[src/rtl/mux_ser_pkg.sv]
// mux_ser_pkg: shared constants, state enum and lane-order helper for
// mux4_serializer. Lane order follows MUX4_SERIALIZER_MSB_FIRST_EN.
package mux_ser_pkg;

    localparam int NUM_LANES = 4;
    localparam int SEL_W     = 2;

    typedef enum logic {
        IDLE  = 1'b0,
        SHIFT = 1'b1
    } state_t;

`ifdef MUX4_SERIALIZER_MSB_FIRST_EN
    localparam logic [SEL_W-1:0] FIRST_LANE = 2'd3;
    localparam logic [SEL_W-1:0] LAST_LANE  = 2'd0;
`else
    localparam logic [SEL_W-1:0] FIRST_LANE = 2'd0;
    localparam logic [SEL_W-1:0] LAST_LANE  = 2'd3;
`endif

    // Next lane in serialization order (2-bit wrap either way).
    function automatic logic [SEL_W-1:0] next_sel(
        input logic [SEL_W-1:0] s
    );
`ifdef MUX4_SERIALIZER_MSB_FIRST_EN
        return s - 2'd1;
`else
        return s + 2'd1;
`endif
    endfunction

endpackage

[src/rtl/mux4_serializer_if.sv]
// mux4_serializer_if: upstream word handshake plus downstream lane beat.
// slave = serializer side, master = producer/consumer side.
interface mux4_serializer_if #(
    parameter int WIDTH = 1,
    parameter int CNT_W = 16
);
    logic [4*WIDTH-1:0] in_data;
    logic               in_valid;
    logic               in_ready;
    logic [WIDTH-1:0]   out_data;
    logic [1:0]         out_sel;
    logic               out_valid;
    logic               out_ready;
    logic               out_last;
    logic [CNT_W-1:0]   words_done;

    modport slave (
        input  in_data, in_valid, out_ready,
        output in_ready, out_data, out_sel,
        output out_valid, out_last, words_done
    );

    modport master (
        output in_data, in_valid, out_ready,
        input  in_ready, out_data, out_sel,
        input  out_valid, out_last, words_done
    );
endinterface

[src/rtl/mux4to1.sv]
// mux4to1: 1-bit 4:1 multiplexer.
// Ports: data[3:0] lanes, sel[1:0] lane index, out selected bit.
module mux4to1 (
    input  logic [3:0] data,
    input  logic [1:0] sel,
    output logic       out
);
    assign out = data[sel];
endmodule

[src/rtl/mux4_serializer.sv]
// mux4_serializer: holds a 4-lane word and streams one lane per beat.
// Ports: clk, rst (sync, active-high), bus (slave). Macro: MUX4_SERIALIZER_MSB_FIRST_EN.
module mux4_serializer
    import mux_ser_pkg::*;
#(
    parameter int WIDTH = 1,
    parameter int CNT_W = 16
) (
    input  logic               clk,
    input  logic               rst,
    mux4_serializer_if.slave   bus
);

    state_t r_state;
    state_t w_state_nxt;

    logic [NUM_LANES*WIDTH-1:0] r_word;
    logic [SEL_W-1:0]           r_sel;
    logic [CNT_W-1:0]           r_cnt;

    logic             w_out_valid;
    logic             w_last;
    logic             w_beat;
    logic             w_last_beat;
    logic             w_in_ready;
    logic             w_accept;
    logic [WIDTH-1:0] w_out_data;

    assign w_out_valid = (r_state == SHIFT);
    // Gate with valid so out_last is low in reset/idle in both lane orders.
    assign w_last      = w_out_valid && (r_sel == LAST_LANE);
    assign w_beat      = w_out_valid && bus.out_ready;
    assign w_last_beat = w_beat && w_last;
    assign w_in_ready  = (r_state == IDLE) || w_last_beat;
    assign w_accept    = bus.in_valid && w_in_ready;

    always_ff @(posedge clk) begin
        if (rst) begin
            r_state <= IDLE;
        end else begin
            r_state <= w_state_nxt;
        end
    end

    always_comb begin
        w_state_nxt = r_state;
        unique case (r_state)
            IDLE: begin
                if (w_accept) w_state_nxt = SHIFT;
            end
            SHIFT: begin
                if (w_last_beat && !bus.in_valid) w_state_nxt = IDLE;
            end
            default: w_state_nxt = IDLE;
        endcase
    end

    always_ff @(posedge clk) begin
        if (rst) begin
            r_word <= '0;
            r_sel  <= '0;
            r_cnt  <= '0;
        end else begin
            if (w_accept) begin
                r_word <= bus.in_data;
                r_sel  <= FIRST_LANE;
            end else if (w_beat) begin
                r_sel  <= next_sel(r_sel);
            end
            if (w_last_beat) r_cnt <= r_cnt + CNT_W'(1);
        end
    end

    // One 4:1 mux per bit position, spanning the same bit of every lane.
    for (genvar b = 0; b < WIDTH; b++) begin : g_mux
        logic [3:0] w_lanes;
        assign w_lanes = {r_word[3*WIDTH+b], r_word[2*WIDTH+b],
                          r_word[WIDTH+b], r_word[b]};
        mux4to1 u_mux (
            .data (w_lanes),
            .sel  (r_sel),
            .out  (w_out_data[b])
        );
    end

    assign bus.in_ready   = w_in_ready;
    assign bus.out_data   = w_out_data;
    assign bus.out_sel    = r_sel;
    assign bus.out_valid  = w_out_valid;
    assign bus.out_last   = w_last;
    assign bus.words_done = r_cnt;

endmodule
[src/flat_wrapper.sv]
// flat-port wrapper written by rule: the top's interface ports become plain ports
module mux4_serializer_flat import mux_ser_pkg::*;
#(
    parameter int WIDTH = 1,
    parameter int CNT_W = 16
)
  (clk, rst, bus_in_data, bus_in_valid, bus_out_ready, bus_in_ready, bus_out_data, bus_out_sel, bus_out_valid, bus_out_last, bus_words_done);
  mux4_serializer_if #(.WIDTH(WIDTH), .CNT_W(CNT_W)) bus_i ();
  input  logic clk;
  input  logic rst;
  input wire logic [$bits(bus_i.in_data)-1:0] bus_in_data;
  input wire logic [$bits(bus_i.in_valid)-1:0] bus_in_valid;
  input wire logic [$bits(bus_i.out_ready)-1:0] bus_out_ready;
  output wire logic [$bits(bus_i.in_ready)-1:0] bus_in_ready;
  output wire logic [$bits(bus_i.out_data)-1:0] bus_out_data;
  output wire logic [$bits(bus_i.out_sel)-1:0] bus_out_sel;
  output wire logic [$bits(bus_i.out_valid)-1:0] bus_out_valid;
  output wire logic [$bits(bus_i.out_last)-1:0] bus_out_last;
  output wire logic [$bits(bus_i.words_done)-1:0] bus_words_done;
  assign bus_i.in_data = bus_in_data;
  assign bus_i.in_valid = bus_in_valid;
  assign bus_i.out_ready = bus_out_ready;
  assign bus_in_ready = bus_i.in_ready;
  assign bus_out_data = bus_i.out_data;
  assign bus_out_sel = bus_i.out_sel;
  assign bus_out_valid = bus_i.out_valid;
  assign bus_out_last = bus_i.out_last;
  assign bus_words_done = bus_i.words_done;
  mux4_serializer #(.WIDTH(WIDTH), .CNT_W(CNT_W)) u_core (.clk(clk), .rst(rst), .bus(bus_i));
endmodule
[config.mk]
export PLATFORM = sky130hd
export DESIGN_NAME = mux4_serializer_flat
export DESIGN_NICKNAME = d
export VERILOG_FILES = /design/src/rtl/mux_ser_pkg.sv /design/src/rtl/mux4_serializer_if.sv /design/src/rtl/mux4to1.sv /design/src/rtl/mux4_serializer.sv /design/src/flat_wrapper.sv
export SDC_FILE = /design/constraint.sdc
export NUM_CORES = 1
export LEC_CHECK = 0
export BUFFER_PORTS_ARGS = -buffer_cell sky130_fd_sc_hd__clkbuf_2
export CAP_MARGIN = 20
export CORE_MARGIN = 8
export CORE_UTILIZATION = 50
export DETAILED_ROUTE_END_ITERATION = 10
export PLACE_DENSITY = 0.77
export SYNTH_ARGS = -nofsm -noshare
export SYNTH_HDL_FRONTEND = slang
export SYNTH_SLANG_ARGS = --single-unit
[constraint.sdc]
create_clock -name clk -period 5.8 [get_ports clk]
set_clock_uncertainty 0.2 [all_clocks]
set_input_delay 0.87 -clock clk [delete_from_list [all_inputs] [get_ports clk]]
set_output_delay 0.87 -clock clk [all_outputs]
set_load 0.01 [all_outputs]
* Yosys cells after proc, flatten, opt, wreduce, memory -nomap -nowiden *
Index checks and enable logic that the tools add are counted.

operators by class
  divide/modulo/power cells = 0
  $add $sub $neg = 2
  equality and inequality tests = 1
  bitwise logic cells = 1
  reductions and logical operators = 8
  shifts and indexed selects = 0
  $mul = 0
  $lt $le $gt $ge = 1
  muxes and demuxes = 5

operator list
  operator                                            number
  adder 16 x 1 -> 16 bit, second input constant       1
  logical AND 1 bit                                   5
  < comparator 2 x 3 -> 1 bit, second input constant  1
  2-to-1 mux 1 bit                                    3
  adder 2 x 1 -> 2 bit, second input constant         1
  binary-select mux 1 bit (select 2 bit)              1
  == test 2 bit, second input constant                1
  case mux 1 bit (2 select lines)                     1
  OR reduction 2 bit                                  1
  logical NOT 1 bit                                   1
  logical OR 1 bit                                    1
  NOT 1 bit                                           1

word-level totals
  flip-flop bits (word level) = 23
  ROM bits = 0
  memories = 0
  output and inout bits = 22
  bits in latches = 0
  memory bits (writable) = 0

* Depth between registers and ports, before layout *
  depth in word-level cells = 7
  depth in mapped cells = 6
  depth with buffers taken out = 5

* Cells and area by module *
A second synthesis with hierarchy kept.

unflattened totals
  cell total of the unflattened synthesis = 116
  area, all modules = 1,053.5 um^2

by module, submodules not included
  module           cells an instance  area each (um^2)  instances
  mux4_serializer  115                1,031.0           1
  mux4to1          1                  22.5              1

* Worst setup path after synthesis *
Ideal clock, no wire load.

  path type = in2reg
  from = input bus_out_ready
  to = register u_core.r_cnt[15], in the netlist u_core.bus.words_done[15]
  path buffers = 0
  arrival time = 1.967 ns
  stages on the path = 4
  setup slack = 3.562 ns
  path through = nand2_2 > or3_4 > or4_1 > a21oi_1

between the ends
  cells in the longest elaborated chain, start to end = 2

RTL lines
  element               line                   RTL
  start, declared       flat_wrapper.sv:13     input wire logic [$bits(bus_i.out_ready)-1:0] bus_out_ready;
  logical AND 1 bit     mux4_serializer.sv:32  assign w_beat = w_out_valid && bus.out_ready;
  logical AND 1 bit     mux4_serializer.sv:33  assign w_last_beat = w_beat && w_last;
  end signal, assigned  mux4_serializer.sv:70  if (w_last_beat) r_cnt <= r_cnt + CNT_W'(1);
  end, declared         mux4_serializer.sv:19  logic [CNT_W-1:0] r_cnt;

Every way passes these cells.
A chain may end at the register's enable or synchronous reset.

* Worst setup path after layout *
  from = register u_core.r_sel[0], in the netlist u_core.bus.out_sel[0]
  to = output bus_out_data

between the ends
  cells in the longest elaborated chain, start to end = 2

RTL lines
  element                                 line                   RTL
  start, declared                         mux4_serializer.sv:18  logic [SEL_W-1:0] r_sel;
  start signal, assigned                  mux4_serializer.sv:68  r_sel <= next_sel(r_sel);
  binary-select mux 1 bit (select 2 bit)  mux4to1.sv:8           assign out = data[sel];
  2-to-1 mux 1 bit (implied by the code)  mux4to1.sv:8
  end, declared                           flat_wrapper.sv:15     output wire logic [$bits(bus_i.out_data)-1:0] bus_out_data;

Every way passes these cells. The select of a mux whose other input is x is not followed.

==> run summary <==
• **Via Count** 864
• **sum of negative setup slack** 0 ns
• **WP data arrival** 1.41 ns
• **remaining routing DRC violations** 0
• **HPWL Detailed** 1570 um
• **share of Yosys cell area claimed by the top area cell type** 0.444
• **synthesized area** 1040 um^2
• **Cells after Synth** 109
• **number of endpoints failing setup at the final stage** 0
• **number of global-route vias before repair** 818
• **clock tree from TritonCTS** yes
• **worst hold-check path type** register to register
• **ANT cells** 0
• **layout cells sized above 1** 0.277
• **Congestion Overflow GR** 0
• **worst slack on hold paths** 0.300 ns
• **Power Density** 208 nW/um^2
• **Post-Synthesis Mean Instance Area** 9.50 um^2
• **Routed WL per cell** 12.9 um
• **Area after DPL** 1190 um^2
• **largest buffer count on any clock path** 2
• **Max FO, Critical Path** 4
• **top achievable clock speed** 403 MHz
• **worst reg-to-reg setup slack** 3.63 ns
• **# Post-CTS Setup Buffers** 0
• **clock insertion delay at the later pin of the skew report** 0.30 ns
• **Seq cells post-synth** 23
• **GPL Wtd Cong** 0.810
• **final cycle utilization of the critical path** 0.428
• **# fillers** 207
• **Resized Gates After CTS** 0
• **CTS buffer count** 3
• **number of unique standard cell types used by synthesis** 29
• **depth of the CTS H-tree** 1
• **die footprint** 3780 um^2
• **critical path class** register to output port
• **starting density of the core** 0.528
• **relative slew slack** 0.697
• **number of nets with antenna violations after routing** 0
• **clock net sink count** 23
• **I/O Pins** 30
• **CORE AREA** 1960 um^2
• **count of placed standard cells including taps** 160
• **leakage** 0.000528 uW
• **leading cell types in the layout, fill and taps excluded** 29 x clkbuf_2, 23 x dfxtp_1, 15 x nor2_1
• **setup repair after global routing missed its margin** no
• **DRT Wirelength** 2110 um
• **Synth area leader** dfxtp_1
• **count of non-filler cells in the finished layout** 164
• **Port Buffers** 29
• **Final Critical Period** 2.48 ns
• **final core utilization** 0.619
• **Final Net Count** 148
• **clock root cell** clkbuf_4
• **area of all placed cells without fillers** 1210 um^2
• **number of rows created at floorplan** 16
• **number of antenna violations at the first check in global routing** 0
• **maximum vdd ir drop** 128 uV
• **pin count of the biggest net entering global routing** 24
• **Die Wd** 61.5 um
• **Initial DRC Count** 21
• **Max Cap Violations** 0
• **first-pass detailed-route iteration total** 4
• **clock slew at reported path FFs** 0.13 ns
• **nature of the critical path startpoint** register
• **Layout Area Growth over Synthesis** 17.3%
• **total count of hold-check failures in the final report** 0
• **most common cell after layout, fill and taps aside** clkbuf_2
• **Synthesis Warnings** 0
• **GRT Util Overall** 0.120
• **global-route wire length before repair** 3530 um
• **net count of the mapped netlist** 119
• **measured slew at the worst slew-check pin** 0.454 ns
• **vias per cell** 5.27
• **Critical Path RT** 4.73 ns
• **final slew viol count** 0
• **proportion of synthesized chip area in sequential cells** 0.444
• **height of the die** 61.5 um
• **Crit. End Element** output port
• **hold bufs inserted after CTS** 0
• **Synth area leaders** dfxtp_1 44%, xor2_1 5.9%, mux2i_1 5.8%, nor2_1 5.4%, xnor2_1 3.4%
• **result of the run** complete, no violations
[synth_stat cells (all sizes together)]
| cell type | count |
|---|---|
| a21bo | 1 |
| a21oi | 6 |
| and2 | 2 |
| and3 | 2 |
| and4 | 3 |
| buf | 1 |
| clkbuf | 4 |
| dfxtp | 23 |
| ha | 2 |
| inv | 2 |
| mux2i | 6 |
| mux4 | 1 |
| nand2 | 5 |
| nand3 | 4 |
| nand4 | 5 |
| nor2 | 15 |
| nor3 | 3 |
| nor4 | 1 |
| nor4b | 1 |
| o21ai | 4 |
| o31ai | 1 |
| or3 | 5 |
| or4 | 1 |
| xnor2 | 4 |
| xor2 | 7 |
[cells by family (layout without fill, tap and decap cells)]
kind of cell	count (synthesis)	count (layout)	synth area share
AOI/OAI and AO/OA	12	12	0.0652
xor gates and xnor gates	11	11	0.0930
adders and majority gates	2	2	0.0242
buffers and inverters	7	35	0.0326
DFF	23	23	0.444
muxes	7	7	0.0797
and+or+nand+nor	47	47	0.261
[worst paths after layout]
kind / startpoint / to / depth (start not counted)
worst max-delay path: u_core.bus.out_sel[0]$_SDFFE_PP0P_ / bus_out_data / 2
worst min register to register: u_core.bus.words_done[15]$_SDFFE_PP0P_ / u_core.bus.words_done[15]$_SDFFE_PP0P_ / 2
worst min-delay path: u_core.bus.words_done[15]$_SDFFE_PP0P_ / u_core.bus.words_done[15]$_SDFFE_PP0P_ / 2
worst max register to register: u_core.bus.out_sel[0]$_SDFFE_PP0P_ / u_core.bus.words_done[15]$_SDFFE_PP0P_ / 5
[final cells by class]
class / count / area [um^2] / share of cell area
clock buffer: 4 / 26.3 / 0.0216
inverter: 2 / 7.51 / 0.00618
multi-input combinational: 79 / 542 / 0.446
sequential: 23 / 460 / 0.379
tap: 27 / 33.8 / 0.0278
timing repair buffer: 29 / 145 / 0.119
[critical path: stages (launching register included)]
cell and delay, ns:
dfxtp_1 0.44, mux4_2 0.53, clkbuf_2 0.14
[where the power goes]
part	switching, uW	internal [uW]
Sequential	1.84	161
Clock	47.8	26.8
Combinational	8.70	7.19
[per-stage QoR]
step | setup WS, ns | power [uW]
global placement | 3.39 | 182
finish | 3.32 | 253
CTS | 3.31 | 255
global route | 3.25 | 263
floorplan | 3.56 | 176
detailed placement | 3.34 | 182
[sequential cells by signal, indices dropped and copies added, names as in the netlist]
name / count
u_core.bus.out_sel: 2
u_core.bus.out_valid: 1
u_core.bus.words_done: 16
u_core.g_mux.w_lanes: 4
[metal layers]
layer	routed length, um	track usage	up-vias
met1	970	0.144	407
met3	119	0.0313	2
met2	1010	0.202	17
met4	13	0.0390	0
met5	0	0	-
li1	-	-	438
(Power assumes the default switching activity.)
